**src/rtl/cb_baud_gen_mc_pkg.sv**
```systemverilog
// -----------------------------------------------------------------------------
// cb_baud_pkg
// Shared definitions for the multi-channel fractional baud generator.
//   ch_mode_e    : per-cycle action a channel takes (off / sync / tick / run)
//   phase_width  : width of the oversample phase index for a given OSR
//   div_clamp    : integer divisor with 0 treated as 1
// -----------------------------------------------------------------------------
package cb_baud_pkg;

   typedef enum logic [1:0] {
      CH_OFF  = 2'd0,   // channel disabled: state parked at zero
      CH_SYNC = 2'd1,   // restart to mid-bit
      CH_TICK = 2'd2,   // terminal count reached: emit os_tick
      CH_RUN  = 2'd3    // counting inside a period
   } ch_mode_e;

   function automatic int unsigned phase_width(input int unsigned osr);
      if (osr < 32'd2) begin
         return 32'd1;
      end else begin
         return $clog2(osr);
      end
   endfunction

   function automatic logic [31:0] div_clamp(input logic [31:0] div);
      if (div == 32'd0) begin
         return 32'd1;
      end else begin
         return div;
      end
   endfunction

endpackage

```
**src/rtl/cb_baud_gen_mc_if.sv**
```systemverilog
// -----------------------------------------------------------------------------
// cb_baud_gen_mc_if
// Control/status bundle of the baud generator, all vectors packed per channel.
//   master : drives ch_en, cfg_upd, div_int, div_frac, sync
//            observes cfg_pend, os_tick, bit_tick, os_phase
//   slave  : the generator side (directions reversed)
// Channel k occupies [k*DW +: DW], [k*FW +: FW], [k*OSW +: OSW] and bit k.
// -----------------------------------------------------------------------------
interface cb_baud_gen_mc_if #(
   parameter int unsigned NCH = 2,
   parameter int unsigned DW  = 16,
   parameter int unsigned FW  = 4,
   parameter int unsigned OSW = 4
);
   logic [NCH-1:0]     ch_en;
   logic [NCH-1:0]     cfg_upd;
   logic [NCH*DW-1:0]  div_int;
   logic [NCH*FW-1:0]  div_frac;
   logic [NCH-1:0]     sync;
   logic [NCH-1:0]     cfg_pend;
   logic [NCH-1:0]     os_tick;
   logic [NCH-1:0]     bit_tick;
   logic [NCH*OSW-1:0] os_phase;

   modport master (
      output ch_en, cfg_upd, div_int, div_frac, sync,
      input  cfg_pend, os_tick, bit_tick, os_phase
   );

   modport slave (
      input  ch_en, cfg_upd, div_int, div_frac, sync,
      output cfg_pend, os_tick, bit_tick, os_phase
   );
endinterface

```
**src/rtl/cb_baud_gen_mc_ch.sv**
```systemverilog
// -----------------------------------------------------------------------------
// cb_baud_ch
// One fractional baud channel.
//   clk_sys, rst        : system clock, async active-high reset
//   i_ch_en             : channel enable (level)
//   i_cfg_upd           : capture i_div_int/i_div_frac into the shadow
//   i_sync              : restart phase at mid-bit
//   i_div_int/i_div_frac: divisor inputs
//   o_cfg_pend          : shadow holds a divisor not yet active
//   o_os_tick/o_bit_tick: registered 1-cycle ticks
//   o_os_phase          : oversample index 0..OSR-1
// Period of the running os interval is div_int_act (0 read as 1) plus the
// carry out of acc + div_frac_act; the accumulator advances on each tick.
// -----------------------------------------------------------------------------
module cb_baud_ch
   import cb_baud_pkg::*;
#(
   parameter int unsigned DW  = 16,
   parameter int unsigned FW  = 4,
   parameter int unsigned OSR = 16,
   parameter int unsigned OSW = phase_width(OSR)
) (
   input  logic           clk_sys,
   input  logic           rst,
   input  logic           i_ch_en,
   input  logic           i_cfg_upd,
   input  logic           i_sync,
   input  logic [DW-1:0]  i_div_int,
   input  logic [FW-1:0]  i_div_frac,
   output logic           o_cfg_pend,
   output logic           o_os_tick,
   output logic           o_bit_tick,
   output logic [OSW-1:0] o_os_phase
);

   logic [DW-1:0]  r_cnt, r_int_act, r_int_sh;
   logic [FW-1:0]  r_acc, r_frac_act, r_frac_sh;
   logic [OSW-1:0] r_phase;
   logic           r_pend, r_os_tick, r_bit_tick;

   logic [DW-1:0]  w_cnt_nxt, w_int_act_nxt, w_int_sh_nxt;
   logic [FW-1:0]  w_acc_nxt, w_frac_act_nxt, w_frac_sh_nxt;
   logic [OSW-1:0] w_phase_nxt;
   logic           w_pend_nxt, w_os_nxt, w_bit_nxt;

   logic [DW-1:0]  w_int_eff;
   logic [DW-1:0]  w_last;
   logic [FW:0]    w_sum;
   logic           w_phase_wrap;
   ch_mode_e       w_mode;

   // Terminal count of the running period and the action for this cycle
   always_comb begin
      w_int_eff    = DW'(div_clamp(32'(r_int_act)));
      w_sum        = {1'b0, r_acc} + {1'b0, r_frac_act};
      // P-1 = int_eff-1+carry; cannot overflow DW because int_eff >= 1
      w_last       = w_int_eff - DW'(1'b1) + DW'(w_sum[FW]);
      w_phase_wrap = (r_phase == OSW'(OSR - 1));
      if (!i_ch_en) begin
         w_mode = CH_OFF;
      end else if (i_sync) begin
         w_mode = CH_SYNC;
      end else if (r_cnt == w_last) begin
         w_mode = CH_TICK;
      end else begin
         w_mode = CH_RUN;
      end
   end

   // Next-state for counter, accumulator, phase, divisors and ticks
   always_comb begin
      w_cnt_nxt      = r_cnt;
      w_acc_nxt      = r_acc;
      w_phase_nxt    = r_phase;
      w_int_act_nxt  = r_int_act;
      w_frac_act_nxt = r_frac_act;
      w_int_sh_nxt   = r_int_sh;
      w_frac_sh_nxt  = r_frac_sh;
      w_pend_nxt     = r_pend;
      w_os_nxt       = 1'b0;
      w_bit_nxt      = 1'b0;
      case (w_mode)
         CH_OFF, CH_SYNC: begin
            // restart: new or pending divisor becomes active at once
            w_cnt_nxt   = {DW{1'b0}};
            w_acc_nxt   = {FW{1'b0}};
            w_phase_nxt = (w_mode == CH_SYNC) ? OSW'(OSR / 2) : {OSW{1'b0}};
            w_pend_nxt  = 1'b0;
            if (i_cfg_upd) begin
               w_int_act_nxt  = i_div_int;
               w_frac_act_nxt = i_div_frac;
               w_int_sh_nxt   = i_div_int;
               w_frac_sh_nxt  = i_div_frac;
            end else if (r_pend) begin
               w_int_act_nxt  = r_int_sh;
               w_frac_act_nxt = r_frac_sh;
            end else begin
               w_int_act_nxt  = r_int_act;
            end
         end
         CH_TICK: begin
            w_cnt_nxt   = {DW{1'b0}};
            w_acc_nxt   = w_sum[FW-1:0];
            w_phase_nxt = w_phase_wrap ? {OSW{1'b0}} : r_phase + OSW'(1'b1);
            w_os_nxt    = 1'b1;
            w_bit_nxt   = w_phase_wrap;
            // period boundary: the only point where a shadow may go live
            if (r_pend) begin
               w_int_act_nxt  = r_int_sh;
               w_frac_act_nxt = r_frac_sh;
               w_pend_nxt     = 1'b0;
            end else begin
               w_pend_nxt     = r_pend;
            end
            if (i_cfg_upd) begin
               w_int_sh_nxt  = i_div_int;
               w_frac_sh_nxt = i_div_frac;
               w_pend_nxt    = 1'b1;
            end else begin
               w_int_sh_nxt  = r_int_sh;
            end
         end
         default: begin
            w_cnt_nxt = r_cnt + DW'(1'b1);
            if (i_cfg_upd) begin
               w_int_sh_nxt  = i_div_int;
               w_frac_sh_nxt = i_div_frac;
               w_pend_nxt    = 1'b1;
            end else begin
               w_int_sh_nxt  = r_int_sh;
            end
         end
      endcase
   end

   // Channel state registers
   always_ff @(posedge clk_sys or posedge rst) begin
      if (rst) begin
         r_cnt      <= {DW{1'b0}};
         r_acc      <= {FW{1'b0}};
         r_phase    <= {OSW{1'b0}};
         r_int_act  <= {DW{1'b0}};
         r_frac_act <= {FW{1'b0}};
         r_int_sh   <= {DW{1'b0}};
         r_frac_sh  <= {FW{1'b0}};
         r_pend     <= 1'b0;
         r_os_tick  <= 1'b0;
         r_bit_tick <= 1'b0;
      end else begin
         r_cnt      <= w_cnt_nxt;
         r_acc      <= w_acc_nxt;
         r_phase    <= w_phase_nxt;
         r_int_act  <= w_int_act_nxt;
         r_frac_act <= w_frac_act_nxt;
         r_int_sh   <= w_int_sh_nxt;
         r_frac_sh  <= w_frac_sh_nxt;
         r_pend     <= w_pend_nxt;
         r_os_tick  <= w_os_nxt;
         r_bit_tick <= w_bit_nxt;
      end
   end

   assign o_cfg_pend = r_pend;
   assign o_os_tick  = r_os_tick;
   assign o_bit_tick = r_bit_tick;
   assign o_os_phase = r_phase;

endmodule

```
**src/rtl/cb_baud_gen_mc.sv**
```systemverilog
// -----------------------------------------------------------------------------
// cb_baud_gen_mc
// Multi-channel fractional baud generator: NCH independent cb_baud_ch
// instances; this level only slices the packed vectors of the bus.
//   clk_sys : system clock
//   rst     : async reset, active-high
//   bus     : cb_baud_gen_mc_if slave (enables, divisors, sync, ticks, phase)
// -----------------------------------------------------------------------------
module cb_baud_gen_mc
   import cb_baud_pkg::*;
#(
   parameter int unsigned NCH = 2,
   parameter int unsigned DW  = 16,
   parameter int unsigned FW  = 4,
   parameter int unsigned OSR = 16
) (
   input  logic            clk_sys,
   input  logic            rst,
   cb_baud_gen_mc_if.slave bus
);

   localparam int unsigned OSW = phase_width(OSR);

   genvar k;
   generate
      for (k = 0; k < NCH; k++) begin : g_ch
         cb_baud_ch #(
            .DW  (DW),
            .FW  (FW),
            .OSR (OSR),
            .OSW (OSW)
         ) u_ch (
            .clk_sys    (clk_sys),
            .rst        (rst),
            .i_ch_en    (bus.ch_en[k]),
            .i_cfg_upd  (bus.cfg_upd[k]),
            .i_sync     (bus.sync[k]),
            .i_div_int  (bus.div_int[k*DW +: DW]),
            .i_div_frac (bus.div_frac[k*FW +: FW]),
            .o_cfg_pend (bus.cfg_pend[k]),
            .o_os_tick  (bus.os_tick[k]),
            .o_bit_tick (bus.bit_tick[k]),
            .o_os_phase (bus.os_phase[k*OSW +: OSW])
         );
      end
   endgenerate

endmodule
```
**src/flat_wrapper.sv**
```systemverilog
// flat-port wrapper written by rule: the top's interface ports become plain ports
module cb_baud_gen_mc_flat import cb_baud_pkg::*;
#(
   parameter int unsigned NCH = 2,
   parameter int unsigned DW  = 16,
   parameter int unsigned FW  = 4,
   parameter int unsigned OSR = 16
)
  (clk_sys, rst, bus_ch_en, bus_cfg_upd, bus_div_int, bus_div_frac, bus_sync, bus_cfg_pend, bus_os_tick, bus_bit_tick, bus_os_phase);
  cb_baud_gen_mc_if #(.NCH(NCH), .DW(DW), .FW(FW)) bus_i ();
  input  logic clk_sys;
  input  logic rst;
  input wire logic [$bits(bus_i.ch_en)-1:0] bus_ch_en;
  input wire logic [$bits(bus_i.cfg_upd)-1:0] bus_cfg_upd;
  input wire logic [$bits(bus_i.div_int)-1:0] bus_div_int;
  input wire logic [$bits(bus_i.div_frac)-1:0] bus_div_frac;
  input wire logic [$bits(bus_i.sync)-1:0] bus_sync;
  output wire logic [$bits(bus_i.cfg_pend)-1:0] bus_cfg_pend;
  output wire logic [$bits(bus_i.os_tick)-1:0] bus_os_tick;
  output wire logic [$bits(bus_i.bit_tick)-1:0] bus_bit_tick;
  output wire logic [$bits(bus_i.os_phase)-1:0] bus_os_phase;
  assign bus_i.ch_en = bus_ch_en;
  assign bus_i.cfg_upd = bus_cfg_upd;
  assign bus_i.div_int = bus_div_int;
  assign bus_i.div_frac = bus_div_frac;
  assign bus_i.sync = bus_sync;
  assign bus_cfg_pend = bus_i.cfg_pend;
  assign bus_os_tick = bus_i.os_tick;
  assign bus_bit_tick = bus_i.bit_tick;
  assign bus_os_phase = bus_i.os_phase;
  cb_baud_gen_mc #(.NCH(NCH), .DW(DW), .FW(FW), .OSR(OSR)) u_core (.clk_sys(clk_sys), .rst(rst), .bus(bus_i));
endmodule
```
**config.mk**
```make
export PLATFORM = sky130hd
export DESIGN_NAME = cb_baud_gen_mc_flat
export DESIGN_NICKNAME = d
export VERILOG_FILES = /design/src/rtl/cb_baud_gen_mc_pkg.sv /design/src/rtl/cb_baud_gen_mc_if.sv /design/src/rtl/cb_baud_gen_mc_ch.sv /design/src/rtl/cb_baud_gen_mc.sv /design/src/flat_wrapper.sv
export SDC_FILE = /design/constraint.sdc
export NUM_CORES = 1
export LEC_CHECK = 0
export ABC_AREA = 1
export BUFFER_PORTS_ARGS = -buffer_cell sky130_fd_sc_hd__buf_4
export CAP_MARGIN = 10
export CORE_UTILIZATION = 40
export CTS_BUF_LIST = sky130_fd_sc_hd__clkbuf_8
export CTS_CLUSTER_DIAMETER = 40
export DETAILED_ROUTE_END_ITERATION = 12
export PLACE_DENSITY = 0.55
export SKIP_CTS_REPAIR_TIMING = 1
export SYNTH_ARGS = -nofsm -noshare
export SYNTH_HDL_FRONTEND = slang
export SYNTH_SLANG_ARGS = --single-unit
```
**constraint.sdc**
```tcl
create_clock -name clk_sys -period 5.2 [get_ports clk_sys]
set_input_delay 1.04 -clock clk_sys [delete_from_list [all_inputs] [get_ports clk_sys]]
set_output_delay 1.04 -clock clk_sys [all_outputs]
set_load 0.02 [all_outputs]
```
After elaboration in Yosys (flattened, before gate mapping)
Cells that the tools add are included.
- output and inout bits: 14
- latch bits: 0
- memories: 0
- bits in registers: 134
- memory bits (read-only): 0
- word-level logic and storage cells: 90
- bits in writable memories: 0
- reduce and logical (&&, ||, !) cells: 12
- add/sub/neg operators: 10
- magnitude comparators: 0
- bitwise operators: 0
- multiply operators: 0
- equality and inequality tests: 8
- divide/modulo/power cells: 0
- shift-type cells: 0
- muxes and demuxes: 40
- operators by type and width (cell ; count):
    $mux 16 ; 8
    $pmux 16 s2 ; 2
    $pmux 4 s2 ; 6
    $add 16x1->16 ; 2
    $add 16x1->16 const B ; 2
    $eq 16x16->1 ; 2
    $logic_not 16->1 ; 2
    $mux 4 ; 8
    $sub 16x1->16 const B ; 2
    $add 4x4->5 ; 2
    $mux 1 ; 10
    $add 4x1->4 const B ; 2
    $eq 4x4->1 const B ; 2
    $mux 2 ; 4
    $reduce_bool 3->1 ; 2
    $reduce_or 3->1 ; 2
    $eq 2x1->1 const B ; 2
    $eq 2x2->1 const B ; 2
    $logic_not 2->1 ; 2
    $pmux 1 s2 ; 2
    $reduce_bool 2->1 ; 2
    $reduce_or 2->1 ; 2

Logic depth before layout (Yosys ltp)
- depth after elaboration: 11
- mapped depth: 25

Cells and area by module
A second synthesis with hierarchy kept.
- cell total of the unflattened synthesis: 1335
- area, all modules: 8977.4 um^2
- modules (own cells, without submodules) (module ; times used ; sequential area each (um^2) ; cells an instance ; area an instance (um^2)):
    cb_baud_ch (u_core.g_ch[0].u_ch) ; 1 ; 1676.6 ; 667 ; 4543.1
    cb_baud_ch (u_core.g_ch[1].u_ch) ; 1 ; 1676.6 ; 668 ; 4434.3

Least setup slack after synthesis
Ideal clock, no wire load.
- path type: reg2reg
- from: register u_core.g_ch[0].u_ch.r_frac_act[0]
- to: register u_core.g_ch[0].u_ch.r_acc[1]
- arrival time: 2961 ps
- path buffers: 1
- library setup time: 132 ps
- stages on the path, launching flop included: 22
- data required time: 5068 ps
- slack: 2107 ps
- cells stage by stage: dfrtp_1 ha_1 inv_1 fa_1 or2_2 nand2_1 a21oi_1 ha_1 ha_1 nand2_1 nor2_1 nand2_1 nand2_1 nand2_1 nand2_1 nor2_1 nand3_1 nor2_1 nand3_2 nand2_1 buf_2 o22ai_1
- cells in the longest elaborated chain, start to end: 9
- ends and longest elaborated chain (what ; RTL line ; RTL):
    from (decl) ; cb_baud_gen_mc_ch.sv:37 ; logic [FW-1:0] r_acc, r_frac_act, r_frac_sh;
    from (signal assigned) ; cb_baud_gen_mc_ch.sv:143 ; r_frac_act <= {FW{1'b0}};
    from (signal assigned) ; cb_baud_gen_mc_ch.sv:154 ; r_frac_act <= w_frac_act_nxt;
    $add 4x4->5 * ; cb_baud_gen_mc_ch.sv:55 ; w_sum = {1'b0, r_acc} + {1'b0, r_frac_act};
    $add 16x1->16 ; cb_baud_gen_mc_ch.sv:57 ; w_last = w_int_eff - DW'(1'b1) + DW'(w_sum[FW]);
    $eq 16x16->1 ; cb_baud_gen_mc_ch.sv:63 ; end else if (r_cnt == w_last) begin
    $mux 1 ; cb_baud_gen_mc_ch.sv:63 ;
    $mux 2 ; cb_baud_gen_mc_ch.sv:61 ; end else if (i_sync) begin
    $mux 2 ; cb_baud_gen_mc_ch.sv:59 ; if (!i_ch_en) begin
    $eq 2x1->1 or $logic_not 2->1 (tied branches) ; cb_baud_gen_mc_ch.sv:82 ; case (w_mode)
    $reduce_or 2->1 ; - ;
    $pmux 4 s2 or $reduce_bool 2->1 (tied branches) ; - ;
    to (signal assigned) ; cb_baud_gen_mc_ch.sv:140 ; r_acc <= {FW{1'b0}};
    to (signal assigned) ; cb_baud_gen_mc_ch.sv:151 ; r_acc <= w_acc_nxt;
    to (decl) ; cb_baud_gen_mc_ch.sv:37 ;
Mark *: on every way between the ends. The rest lies on a longest branch, timed or not.
A chain may end at the register's enable or synchronous reset.

Final worst setup path
- from: register u_core.g_ch[0].u_ch.r_frac_act[0]
- to: register u_core.g_ch[0].u_ch.r_cnt[11]
- cells in the longest elaborated chain, start to end: 9
- ends and longest elaborated chain (what ; RTL line ; RTL):
    $add 4x4->5 * ; cb_baud_gen_mc_ch.sv:55 ;
    $add 16x1->16 * ; cb_baud_gen_mc_ch.sv:57 ;
    $eq 16x16->1 * ; cb_baud_gen_mc_ch.sv:63 ;
    $mux 1 * ; cb_baud_gen_mc_ch.sv:63 ;
    $mux 2 * ; cb_baud_gen_mc_ch.sv:61 ;
    $mux 2 * ; cb_baud_gen_mc_ch.sv:59 ;
    $eq 2x1->1 (tied with other cells) ; cb_baud_gen_mc_ch.sv:82 ;
    $reduce_or 3->1 (no source line) * ; - ;
    $mux 16 * ; cb_baud_gen_mc_ch.sv:82 ;
    net u_core.g_ch[0].u_ch.w_cnt_nxt[11] ; cb_baud_gen_mc_ch.sv:41 ; logic [DW-1:0] w_cnt_nxt, w_int_act_nxt, w_int_sh_nxt;
    to (signal assigned) ; cb_baud_gen_mc_ch.sv:139 ; r_cnt <= {DW{1'b0}};
    to (signal assigned) ; cb_baud_gen_mc_ch.sv:150 ; r_cnt <= w_cnt_nxt;
    to (decl) ; cb_baud_gen_mc_ch.sv:36 ; logic [DW-1:0] r_cnt, r_int_act, r_int_sh;
Mark *: on every way through the listed nets, which the timed path passes. The rest lies on a longest branch.

==> impl_metrics.sql <==
INSERT INTO impl_metrics (metric_group, metric, value, unit) VALUES
('layout', 'multi_input_comb_area', '4342', 'µm²'),
('yosys', 'synthesis.instances', '1272', ''),
('layout', 'finish.instance_area', '9545', 'µm²'),
('detailed_routing', 'drt_first_iter_violations', '342', ''),
('grt', 'grt.overflow.total', '0', ''),
('yosys', 'yosysWarnings', '0', ''),
('worst_setup_path', 'setup.worst_path.start_class', 'flip-flop', ''),
('grt', 'first_pass_grt_wire_length', '36.05', 'mm'),
('yosys', 'synth_top_area_cell', 'sky130_fd_sc_hd__dfrtp_1', ''),
('place', 'postPlaceCellArea', '9170', 'µm²'),
('place', 'dp_hpwl', '14.46', 'mm'),
('cts', 'ctsRootBufferMaster', 'sky130_fd_sc_hd__clkbuf_8', ''),
('cts', 'cts.htree.levels', '4', ''),
('detailed_routing', 'wire_per_inst', '13.08', 'µm'),
('yosys', 'synth.top_cells.by_count', 'sky130_fd_sc_hd__nand2_1 (497), sky130_fd_sc_hd__inv_1 (151), sky130_fd_sc_hd__dfrtp_1 (134)', ''),
('place', 'preCtsSetupSlack', '1.177', 'ns'),
('place', 'gp_congestion', '0.8679', ''),
('detailed_routing', 'routed-via-count', '7614', ''),
('cts', 'clock_sink_count', '134', ''),
('yosys', 'synth_nets', '1338', ''),
('status', 'status', 'complete, no violations', ''),
('timing', 'clock-skew-final', '0.01536', 'ns'),
('layout', 'final_net_count', '1373', ''),
('detailed_routing', 'totalWireLength', '20.85', 'mm'),
('worst_hold_path', 'min-delay-path-class', 'reg2reg', ''),
('yosys', 'share_of_flip_flops_with_an_asynchronous_set_or_reset_after_synthesis', '100.0', '%'),
('yosys', 'synth.distinct_cells', '35', ''),
('detailed_routing', 'antenna_left', '0', ''),
('timing', 'rsz_0062_raised_after_global_routing', 'false', ''),
('worst_setup_path', 'maximum_fanout_along_the_worst_path', '52', ''),
('layout', 'diodes', '0', ''),
('pwr', 'ir_worst_vdd', '0.0001378', 'V'),
('grt', 'grt_pass1_vias', '7448', ''),
('grt', 'maximum_number_of_pins_on_one_net_before_global_route_repair', '108', ''),
('floorplanning', 'fp.dieArea', '21930', 'µm²'),
('cts', 'cts.path.max_buffers', '2', ''),
('layout', 'final_layout_size_suffix_gt1_share', '9.477', '%'),
('timing', 'report.final.setup_viol', '0', ''),
('detailed_routing', 'drc_errors', '0', ''),
('timing', 'timing.final.max_slew_violations', '0', ''),
('worst_setup_path', 'critical_path_arrival', '4.34', 'ns'),
('yosys', 'ys_ff_latch', '134', ''),
('floorplanning', 'die_width', '148.1', 'µm'),
('layout', 'filler_cell_count', '2266', ''),
('grt', 'initial_antenna_violation_count', '0', ''),
('layout', 'final-seq-area', '3353', 'µm²'),
('yosys', 'leading_post_synthesis_cells_by_cell_area', 'sky130_fd_sc_hd__dfrtp_1 (39%), sky130_fd_sc_hd__nand2_1 (22%), sky130_fd_sc_hd__inv_1 (6.6%), sky130_fd_sc_hd__nand3_1 (5.7%), sky130_fd_sc_hd__o21ai_0 (5.5%)', ''),
('cts', 'clk_latency', '0.45', 'ns'),
('worst_setup_path', 'timing_worst_setup_path_type', 'reg2reg', ''),
('worst_setup_path', 'setup.worst_path.end_class', 'flip-flop', ''),
('floorplanning', 'number_of_rows_created_at_floorplan', '53', ''),
('timing', 'slew_limit_headroom', '36.22', '%'),
('cts', 'cts_buffers', '17', ''),
('cts', 'clock_tree_from_tritoncts', 'done', ''),
('timing', 'period_share', '76.78', '%'),
('flow_run', 'maxCapViolations', '0', ''),
('timing', 'worst-slew-pin-transition', '0.9567', 'ns'),
('grt', 'grt_use_total', '20.62', '%'),
('yosys', 'synth_ff_type', 'sky130_fd_sc_hd__dfrtp_1', ''),
('floorplanning', 'io_pins', '62', ''),
('place', 'buffer_ports.inserted', '61', ''),
('yosys', 'synthesis.area', '8536', 'µm²'),
('timing', 'layout_setup_ws', '1.207', 'ns'),
('timing', 'finalHoldViolCount', '0', ''),
('floorplanning', 'die_height', '148.1', 'µm'),
('yosys', 'synth_top_area_share', '39.28', '%'),
('pwr', 'pwr_density_cell', '265.9', 'nW/µm²'),
('timing', 'post-route-min-period', '3.993', 'ns'),
('timing', 'fmaxAchievable', '0.2505', 'GHz'),
('layout', 'flow.area_growth_from_synthesis', '11.83', '%'),
('cts', 'cts.clk_slew.worst_paths', '0.08', 'ns');
-- where the power goes --
part | leakage, nW | internal, mW | switching [mW]
combinational | 3.00 | 0.180 | 0.318
clock | 0.197 | 0.440 | 0.412
sequential | 1.73 | 1.11 | 0.0767
total | 4.93 | 1.73 | 0.807
-- stage by stage --
stage / hold WS [ns] / instances / power [mW]
2_1_floorplan: 0.4417 / 1272 / 1.568
3_5_place_dp: 0.4580 / 1563 / 1.713
3_3_place_gp: 0.4547 / 1563 / 1.706
5_1_grt: 0.4889 / 1594 / 2.707
6_report: 0.4756 / 1594 / 2.538
4_1_cts: 0.4773 / 1594 / 2.576
-- worst paths after layout --
kind                                                         from                         endpoint  slack, ns  cells past startpoint
min in group asynchronous                                     rst   u_core.g_ch[0].u_ch.o_bit_tick       0.82                      2
worst max register to register  u_core.g_ch[0].u_ch.r_frac_act[0]    u_core.g_ch[0].u_ch.r_cnt[11]       1.21                     21
worst min register to register    u_core.g_ch[0].u_ch.r_int_sh[8]  u_core.g_ch[0].u_ch.r_int_sh[8]       0.48                      2
worst max-delay path            u_core.g_ch[0].u_ch.r_frac_act[0]    u_core.g_ch[0].u_ch.r_cnt[11]       1.21                     21
worst min-delay path              u_core.g_ch[0].u_ch.r_int_sh[8]  u_core.g_ch[0].u_ch.r_int_sh[8]       0.48                      2
max in group asynchronous                                     rst    u_core.g_ch[1].u_ch.r_cnt[12]       3.42                      3
-- sequential cells by signal (all words and copies together) (netlist names) --
signal / flops
u_core.g_ch.u_ch.o_os_phase: 8
u_core.g_ch.u_ch.r_int_sh: 32
u_core.g_ch.u_ch.r_int_act: 32
u_core.g_ch.u_ch.o_os_tick: 2
u_core.g_ch.u_ch.r_frac_act: 8
u_core.g_ch.u_ch.o_bit_tick: 2
u_core.g_ch.u_ch.r_cnt: 32
u_core.g_ch.u_ch.r_acc: 8
u_core.g_ch.u_ch.o_cfg_pend: 2
u_core.g_ch.u_ch.r_frac_sh: 8
-- per-layer routing --
layer | vias up | wire, µm | track usage [%]
met4 | 0 | 300 | 6.031
met5 | - | 0 | 0
met3 | 21 | 542 | 3.405
met1 | 3459 | 9953 | 26.08
met2 | 97 | 10050 | 36.03
li1 | 4037 | - | -
-- worst max-delay path: stages, from the launching register on --
cell,delay (ns)
sky130_fd_sc_hd__dfrtp_1,0.38
sky130_fd_sc_hd__ha_1,0.18
sky130_fd_sc_hd__inv_1,0.06
sky130_fd_sc_hd__fa_1,0.43
sky130_fd_sc_hd__or2_2,0.31
sky130_fd_sc_hd__nand2_1,0.06
sky130_fd_sc_hd__a21oi_1,0.07
sky130_fd_sc_hd__ha_1,0.20
sky130_fd_sc_hd__ha_1,0.25
sky130_fd_sc_hd__nand2_1,0.16
sky130_fd_sc_hd__nor2_1,0.09
sky130_fd_sc_hd__nand2_1,0.08
sky130_fd_sc_hd__nand3b_1,0.09
sky130_fd_sc_hd__nand3_1,0.10
sky130_fd_sc_hd__nor2_1,0.05
sky130_fd_sc_hd__nand3_1,0.08
sky130_fd_sc_hd__inv_1,0.05
sky130_fd_sc_hd__nand3_2,0.06
sky130_fd_sc_hd__buf_4,0.44
sky130_fd_sc_hd__nand2_1,0.17
sky130_fd_sc_hd__buf_4,0.31
sky130_fd_sc_hd__nor3b_1,0.24
-- area by class of cell --
class	count	area share, %
Sequential cell	134	35.13
Tap cell	275	3.605
Multi-Input combinational cell	927	45.48
Timing Repair Buffer	73	5.741
Inverter	154	6.108
Clock inverter	12	1.193
Clock buffer	19	2.740
-- cells in the final DEF, fill, tap and decap left out, drive strengths merged --
| cell type | instances |
|---|---|
| buf | 73 |
| nor3 | 20 |
| xnor2 | 13 |
| dfrtp | 134 |
| o21ai | 95 |
| a21oi | 13 |
| nor3b | 5 |
| bufinv | 2 |
| o211ai | 1 |
| nor2 | 98 |
| clkinvlp | 3 |
| nand3b | 3 |
| xor2 | 27 |
| and2 | 1 |
| nand2 | 499 |
| a41oi | 2 |
| o22ai | 5 |
| a211oi | 1 |
| clkinv | 4 |
| or2 | 2 |
| ha | 16 |
| clkbuf | 19 |
| inv | 157 |
| fa | 2 |
| nand4 | 23 |
| nor4 | 2 |
| nand3 | 99 |
-- cells by family after synthesis --
logic type / after synthesis / share of synthesized area (%)
compound gates: 117 / 7.080
flops: 134 / 39.28
xor+xnor: 40 / 4.104
buf+inv: 211 / 9.968
simple gates: 752 / 36.75
fa+ha+maj: 18 / 2.814
Power figures use the tool's default switching activity.
